[src/rtl/logic_pkg.sv]
// Shared definitions for the time-shared 32-bit logic unit: operation codes,
// arbiter FSM state encodings, datapath width and a small grant helper.
package logic_pkg;

    // Datapath width; the logic unit and its gate modules are built for 32 bits.
    localparam int WIDTH = 32;

    // Operation encodings presented on req_op0 / req_op1.
    typedef enum logic [1:0] {
        LOP_AND = 2'b00,
        LOP_OR  = 2'b01,
        LOP_XOR = 2'b10,
        LOP_NOR = 2'b11
    } lop_t;

    // Arbiter FSM states. This encoding is also what dbg_state shows.
    typedef enum logic [1:0] {
        S_IDLE = 2'b00,
        S_EXEC = 2'b01,
        S_RESP = 2'b10
    } state_t;

    // Converts a requester id into its one-hot per-requester bit position.
    function automatic logic [1:0] id_to_onehot(input logic id);
        return id ? 2'b10 : 2'b01;
    endfunction

endpackage

[src/rtl/gate_32b.sv]
// 32-bit bitwise gate. One module covers the four gate kinds; FUNC picks
// which gate a given instance is, so every instance is a plain array of gates.
module gate_32b
    import logic_pkg::*;
#(
    parameter lop_t FUNC = LOP_AND
) (
    output logic [WIDTH-1:0] O,
    input  logic [WIDTH-1:0] A,
    input  logic [WIDTH-1:0] B
);

    if (FUNC == LOP_AND) begin : g_and
        assign O = A & B;
    end else if (FUNC == LOP_OR) begin : g_or
        assign O = A | B;
    end else if (FUNC == LOP_XOR) begin : g_xor
        assign O = A ^ B;
    end else begin : g_nor
        assign O = ~(A | B);
    end

endmodule

[src/rtl/logic_unit_32b.sv]
// Purely combinational 32-bit logic unit. All four gates evaluate in
// parallel and a 4:1 mux on op selects the result. No carries, no state.
module logic_unit_32b
    import logic_pkg::*;
(
    output logic [WIDTH-1:0] O,
    input  logic [WIDTH-1:0] A,
    input  logic [WIDTH-1:0] B,
    input  lop_t             op
);

    logic [WIDTH-1:0] and_o;
    logic [WIDTH-1:0] or_o;
    logic [WIDTH-1:0] xor_o;
    logic [WIDTH-1:0] nor_o;

    gate_32b #(.FUNC(LOP_AND)) u_and (.O(and_o), .A(A), .B(B));
    gate_32b #(.FUNC(LOP_OR))  u_or  (.O(or_o),  .A(A), .B(B));
    gate_32b #(.FUNC(LOP_XOR)) u_xor (.O(xor_o), .A(A), .B(B));
    gate_32b #(.FUNC(LOP_NOR)) u_nor (.O(nor_o), .A(A), .B(B));

    // Result mux: pick the gate output named by op.
    always_comb begin
        O = and_o;
        case (op)
            LOP_AND: O = and_o;
            LOP_OR:  O = or_o;
            LOP_XOR: O = xor_o;
            LOP_NOR: O = nor_o;
            default: O = and_o;
        endcase
    end

endmodule

[src/rtl/logic_unit_arbiter.sv]
// Two-requester front end for one shared logic unit.
//
// Handshakes: a request transfers on a rising edge where req_valid[i] and
// req_ready[i] are both high; a response transfers on a rising edge where
// rsp_valid[i] and rsp_ready[i] are both high. A requester keeps req_valid
// (with stable or changing operands) until it sees req_ready; only the
// operands present on the transfer edge are used. rsp_data/rsp_zero are held
// stable for as long as rsp_valid is up.
//
// Flow: IDLE grants one requester (round robin on contention) and captures
// its op/operands, EXEC registers the logic-unit result, RESP presents it to
// the owning requester until it accepts. Only one transaction is in flight.
module logic_unit_arbiter #(
    parameter int WIDTH = 32
) (
    input  logic             clk,
    input  logic             reset,
    input  logic [1:0]       req_valid,
    output logic [1:0]       req_ready,
    input  logic [1:0]       req_op0,
    input  logic [1:0]       req_op1,
    input  logic [WIDTH-1:0] req_a0,
    input  logic [WIDTH-1:0] req_b0,
    input  logic [WIDTH-1:0] req_a1,
    input  logic [WIDTH-1:0] req_b1,
    output logic [1:0]       rsp_valid,
    input  logic [1:0]       rsp_ready,
    output logic [WIDTH-1:0] rsp_data,
    output logic             rsp_zero,
    output logic             busy,
    output logic [1:0]       dbg_state
);

    import logic_pkg::lop_t;
    import logic_pkg::LOP_AND;
    import logic_pkg::state_t;
    import logic_pkg::S_IDLE;
    import logic_pkg::S_EXEC;
    import logic_pkg::S_RESP;
    import logic_pkg::id_to_onehot;

    state_t           state;
    state_t           state_nx;

    // Round-robin pointer: id of the most recent grant. Resets to 1 so that
    // requester 0 wins the first contended grant.
    logic             last;
    // Owner of the transaction currently in flight.
    logic             gid;

    lop_t             op_q;
    logic [WIDTH-1:0] a_q;
    logic [WIDTH-1:0] b_q;
    logic [WIDTH-1:0] result_q;
    logic             zero_q;

    logic             grant_any;
    logic             grant_id;
    logic             accept;
    lop_t             sel_op;
    logic [WIDTH-1:0] sel_a;
    logic [WIDTH-1:0] sel_b;
    logic [WIDTH-1:0] lu_out;

    // Arbitration: a lone request always wins; on contention the requester
    // that was not granted last time wins. Depends only on req_valid and last.
    always_comb begin
        grant_any = |req_valid;
        grant_id  = 1'b0;
        if (req_valid == 2'b11) begin
            grant_id = ~last;
        end else if (req_valid[1]) begin
            grant_id = 1'b1;
        end
    end

    // Operand steering: present the winning requester's op and operands.
    always_comb begin
        sel_op = grant_id ? lop_t'(req_op1) : lop_t'(req_op0);
        sel_a  = grant_id ? req_a1 : req_a0;
        sel_b  = grant_id ? req_b1 : req_b0;
    end

    // FSM next state and handshake outputs. req_ready is suppressed during
    // reset so nothing is accepted on a reset edge.
    always_comb begin
        state_nx  = state;
        req_ready = 2'b00;
        rsp_valid = 2'b00;
        accept    = 1'b0;
        case (state)
            S_IDLE: begin
                if (grant_any && !reset) begin
                    req_ready = id_to_onehot(grant_id);
                    accept    = 1'b1;
                    state_nx  = S_EXEC;
                end
            end
            S_EXEC: begin
                state_nx = S_RESP;
            end
            S_RESP: begin
                rsp_valid = id_to_onehot(gid);
                // Only the owner's rsp_ready can complete the response.
                if (rsp_ready[gid]) begin
                    state_nx = S_IDLE;
                end
            end
            default: begin
                state_nx = S_IDLE;
            end
        endcase
    end

    // FSM state register.
    always_ff @(posedge clk) begin
        if (reset) begin
            state <= S_IDLE;
        end else begin
            state <= state_nx;
        end
    end

    // Grant bookkeeping and operand capture on the accept edge.
    always_ff @(posedge clk) begin
        if (reset) begin
            last <= 1'b1;
            gid  <= 1'b0;
            op_q <= LOP_AND;
            a_q  <= '0;
            b_q  <= '0;
        end else if (accept) begin
            last <= grant_id;
            gid  <= grant_id;
            op_q <= sel_op;
            a_q  <= sel_a;
            b_q  <= sel_b;
        end
    end

    logic_unit_32b u_lu (
        .O  (lu_out),
        .A  (a_q),
        .B  (b_q),
        .op (op_q)
    );

    // Result register: loaded once in EXEC, then held through RESP.
    always_ff @(posedge clk) begin
        if (reset) begin
            result_q <= '0;
            zero_q   <= 1'b1;
        end else if (state == S_EXEC) begin
            result_q <= lu_out;
            zero_q   <= (lu_out == '0);
        end
    end

    assign rsp_data  = result_q;
    assign rsp_zero  = zero_q;
    assign busy      = (state != S_IDLE);
    assign dbg_state = state;

endmodule
[config.mk]
export PLATFORM = sky130hd
export DESIGN_NAME = logic_unit_arbiter
export DESIGN_NICKNAME = d
export VERILOG_FILES = /design/src/rtl/logic_pkg.sv /design/src/rtl/gate_32b.sv /design/src/rtl/logic_unit_32b.sv /design/src/rtl/logic_unit_arbiter.sv
export SDC_FILE = /design/constraint.sdc
export NUM_CORES = 1
export LEC_CHECK = 0
export ABC_AREA = 1
export CAP_MARGIN = 25
export CORE_MARGIN = 5
export CORE_UTILIZATION = 35
export CTS_BUF_LIST = sky130_fd_sc_hd__clkbuf_4 sky130_fd_sc_hd__clkbuf_8
export CTS_CLUSTER_SIZE = 14
export DETAILED_ROUTE_END_ITERATION = 7
export GPL_TIMING_DRIVEN = 0
export PLACE_DENSITY_LB_ADDON = 0.3
export SYNTH_ARGS = -nofsm -noshare
export SYNTH_HDL_FRONTEND = slang
export SYNTH_SLANG_ARGS = --single-unit
[constraint.sdc]
create_clock -name clk -period 1.6 [get_ports clk]
set_input_delay 0.32 -clock clk [delete_from_list [all_inputs] [get_ports clk]]
set_output_delay 0.32 -clock clk [all_outputs]
set_load 0.1 [all_outputs]
==> impl_metrics.py <==
metrics = {
    "critical_path": {
        "cp_data_arrival_time_ns": 1.41,
        "cp_data_required_time_ns": 1.28,
        "r2r_setup_slack_ns": -0.04,
        "crit_end": "req_ready[0]",
        "critical_path.slowest_cell": "dfxtp_4",
        "startpoint": "dbg_state[1]",
        "reg2regPathDepth": 11,
        "r2r-start": "op_q[0]",
        "end_kind": "primary output",
        "slowest_delay_ns": 0.36,
        "r2r_end": "rsp_zero",
        "crit_fanout": 3,
        "worstSetupPathType": "reg -> out",
        "startpoint_type": "flop",
        "cp_cell_sequence": "inv_4 -> nand2_8 -> nor2_4 -> nand2_1 -> inv_2 -> buf_6 -> buf_12",
    },
    "detailed_routing": {
        "drt_iter0_drc": 365,
        "vias": 6717,
        "ant_nets": 0,
        "drc": 0,
        "routed_via_density": 4.836,
        "drtPass1Iterations": 5,
        "wl_per_cell_um": 15.25,
        "wl_um": 21180,
    },
    "run_status": {
        "violations": "setup timing",
        "status": "finished with violations",
    },
    "clocking": {
        "clkTransAtPathRegs_ns": 0.09,
        "htree_levels": 3,
        "numCtsBuffers": 9,
        "clock_latency_ns": 0.40,
        "cts_tree": "done",
        "clk_path_buf_depth": 2,
        "clock_sinks": 103,
        "cts_root_buffer": "clkbuf_8",
        "ctsHoldBuffers": 0,
    },
    "sta": {
        "final_hold_viol_count": 0,
        "skew_ns": 0.01518,
        "whs_ns": 0.3996,
        "worst_slack_ns": -0.1330,
        "min_period_ns": 1.733,
        "maxSlewViolCount": 0,
        "fmax_mhz": 577.0,
        "relSlewSlack": 0.5718,
        "tightest_slew_ns": 0.6422,
        "setup_tns_ns": -0.3745,
        "timing.final.crit_share": 1.083,
        "setup_viol": 5,
        "rsz0062_at_grt": "true",
    },
    "global_routing": {
        "grt_pass1_vias": 6468,
        "grt_usage": 0.1981,
        "grt_overflow": 0,
        "grt_max_degree": 16,
        "grt_pass1_wl_um": 33820,
        "antenna_found_initial": 0,
    },
    "layout": {
        "nNetsFinal": 1358,
        "finalNonFillerCells": 1389,
        "drive_above_1_share": 0.1397,
        "insertedDiodeCount": 0,
        "final_core_util": 0.4919,
        "fin_area_um2": 8836,
        "syn2layout_area_growth_pct": 38.47,
        "n_fill_cell": 1858,
    },
    "floorplanning": {
        "die_w_um": 145.0,
        "pin_count": 178,
        "core_area_um2": 17960,
        "std_cell_rows": 49,
        "dieArea_um2": 21030,
        "start_util": 0.3552,
        "die_h_um": 145.0,
    },
    "placement": {
        "port-buffer-count": 176,
        "post-place-ws_ns": -1.276,
        "gp_congestion": 0.8866,
        "placed_cell_area_um2": 8482,
        "dp_cells": 1361,
        "hpwl_um": 16380,
    },
    "power_and_ir_drop": {
        "p_int_mw": 4.491,
        "swShare": 0.3821,
        "ir_worst_vdd_v": 0.0005438,
        "power.share.clock": 0.234,
        "power-per-cell-area_nw_per_um2": 822.7,
        "power.total_mw": 7.269,
        "switchingPower_mw": 2.778,
        "p_seq_frac": 0.407,
        "power_frac_comb": 0.359,
        "p_leak_nw": 4.006,
    },
    "synth": {
        "synthMuxAreaShare": 0,
        "yosys.area_share.simple": 0.3069,
        "synth-xor-area-share": 0,
        "synth-compound-area-share": 0.1080,
        "netlist_area_um2": 6381,
        "syn_nets": 1158,
        "synth-seq-cells": 103,
        "yosysWarnings": 0,
        "syn_area_per_cell_um2": 6.675,
        "netlist_instances": 956,
        "synthAdderAreaFrac": 0.1255,
        "yosysSeqAreaShare": 0.3231,
        "synth_top_family_by_area": "simple AND/OR/NAND/NOR gates",
        "ys_types": 20,
    },
    "hold_path": {
        "hold_start": "req_valid[1]",
        "hp-class": "in -> reg",
    },
    "job": {
        "cap_violations": 0,
    },
}
## logic make-up after synthesis
logic type | Yosys count
AO/OA/AOI/OAI | 106
adder cells (fa/ha/maj) | 64
buffers and inverters | 211
flip-flops | 103
AND/OR/NAND/NOR | 472
## critical path: cells and delay by family, from the launching register on
family | cells | cell delay (ns)
and+or+nand+nor | 3 | 0.22
buffers and inverters | 4 | 0.43
DFF | 1 | 0.36
## worst min path at each step
stage                         endpoint  cells past startpoint  slack [ns]
after floorplan                   last                      2        0.43
final                     dbg_state[0]                      3        0.40
after global placement            last                      2        0.45
after detailed placement          last                      2        0.46
after CTS                 dbg_state[0]                      3        0.38
after global routing      dbg_state[0]                      3        0.40
## sequential cells by signal, indices dropped and copies added, names as in the netlist
register   flops
a_q           32
b_q           32
dbg_state      2
gid            1
last           1
op_q           2
rsp_data      32
rsp_zero       1
## what timing repair did
| item | CTS | global route |
|---|---|---|
| endpoints found under the setup margin | 64 | 78 |
| pin swaps | 8 | 4 |
| resized for setup | 274 | 36 |
| cloned | 0 | 0 |
| setup buffers | 12 | 1 |
## power groups by stage
stage               clock [mW]  sequential (mW)  combinational, mW
finish                    1.70             2.96               2.61
global route              1.87             2.99               2.83
CTS                       1.74             2.96               2.57
detailed placement           0             3.02               2.54
global placement             0             3.02               2.51
floorplan                    0             3.59               1.05
## cell usage after synthesis
library cell	instances	area share
inv_1	145	0.085
nor2_1	77	0.045
buf_2	21	0.016
a21oi_1	5	0.0039
nor2_4	1	0.0018
buf_4	6	0.0071
inv_2	7	0.0041
nand2_1	280	0.16
ha_1	64	0.13
o21ai_0	5	0.0039
nand3_1	99	0.078
o21ai_2	1	0.0014
clkbuf_1	28	0.016
buf_6	4	0.0071
nand3b_1	14	0.016
a31oi_1	66	0.065
nor2_2	1	0.00098
dfxtp_1	103	0.32
o211ai_1	28	0.033
a211oi_1	1	0.0012
## layer usage
metal | GRT usage | vias to the layer above | routed length [µm]
li1 | - | 3428 | -
met1 | 0.2753 | 3022 | 9854
met2 | 0.3058 | 231 | 9264
met3 | 0.04272 | 36 | 1562
met4 | 0.06497 | 0 | 498
met5 | 0 | - | 0
## area by class of cell
type / count / area, µm² / area share
Inverter: 152 / 578.1 / 0.06542
Clock buffer: 12 / 152.6 / 0.01728
Sequential cell: 103 / 2077 / 0.2351
Clock inverter: 3 / 43.79 / 0.004956
Buffer: 59 / 419.2 / 0.04744
Multi-Input combinational cell: 642 / 3556 / 0.4024
Timing Repair Buffer: 189 / 1723 / 0.1950
Tap cell: 229 / 286.5 / 0.03243
## cells in the final DEF, fill, tap and decap left out, types with 7 or more instances in the layout
cell,n
a31oi_1,66
buf_2,42
buf_4,22
buf_6,13
clkbuf_1,13
clkbuf_2,12
clkbuf_8,10
clkdlybuf4s50_1,134
dfxtp_1,95
ha_1,64
inv_1,142
inv_2,7
nand2_1,279
nand3_1,99
nand3b_1,14
nor2_1,52
nor2_2,21
o211ai_1,28
No activity file was read; power rests on OpenSTA's default activity.
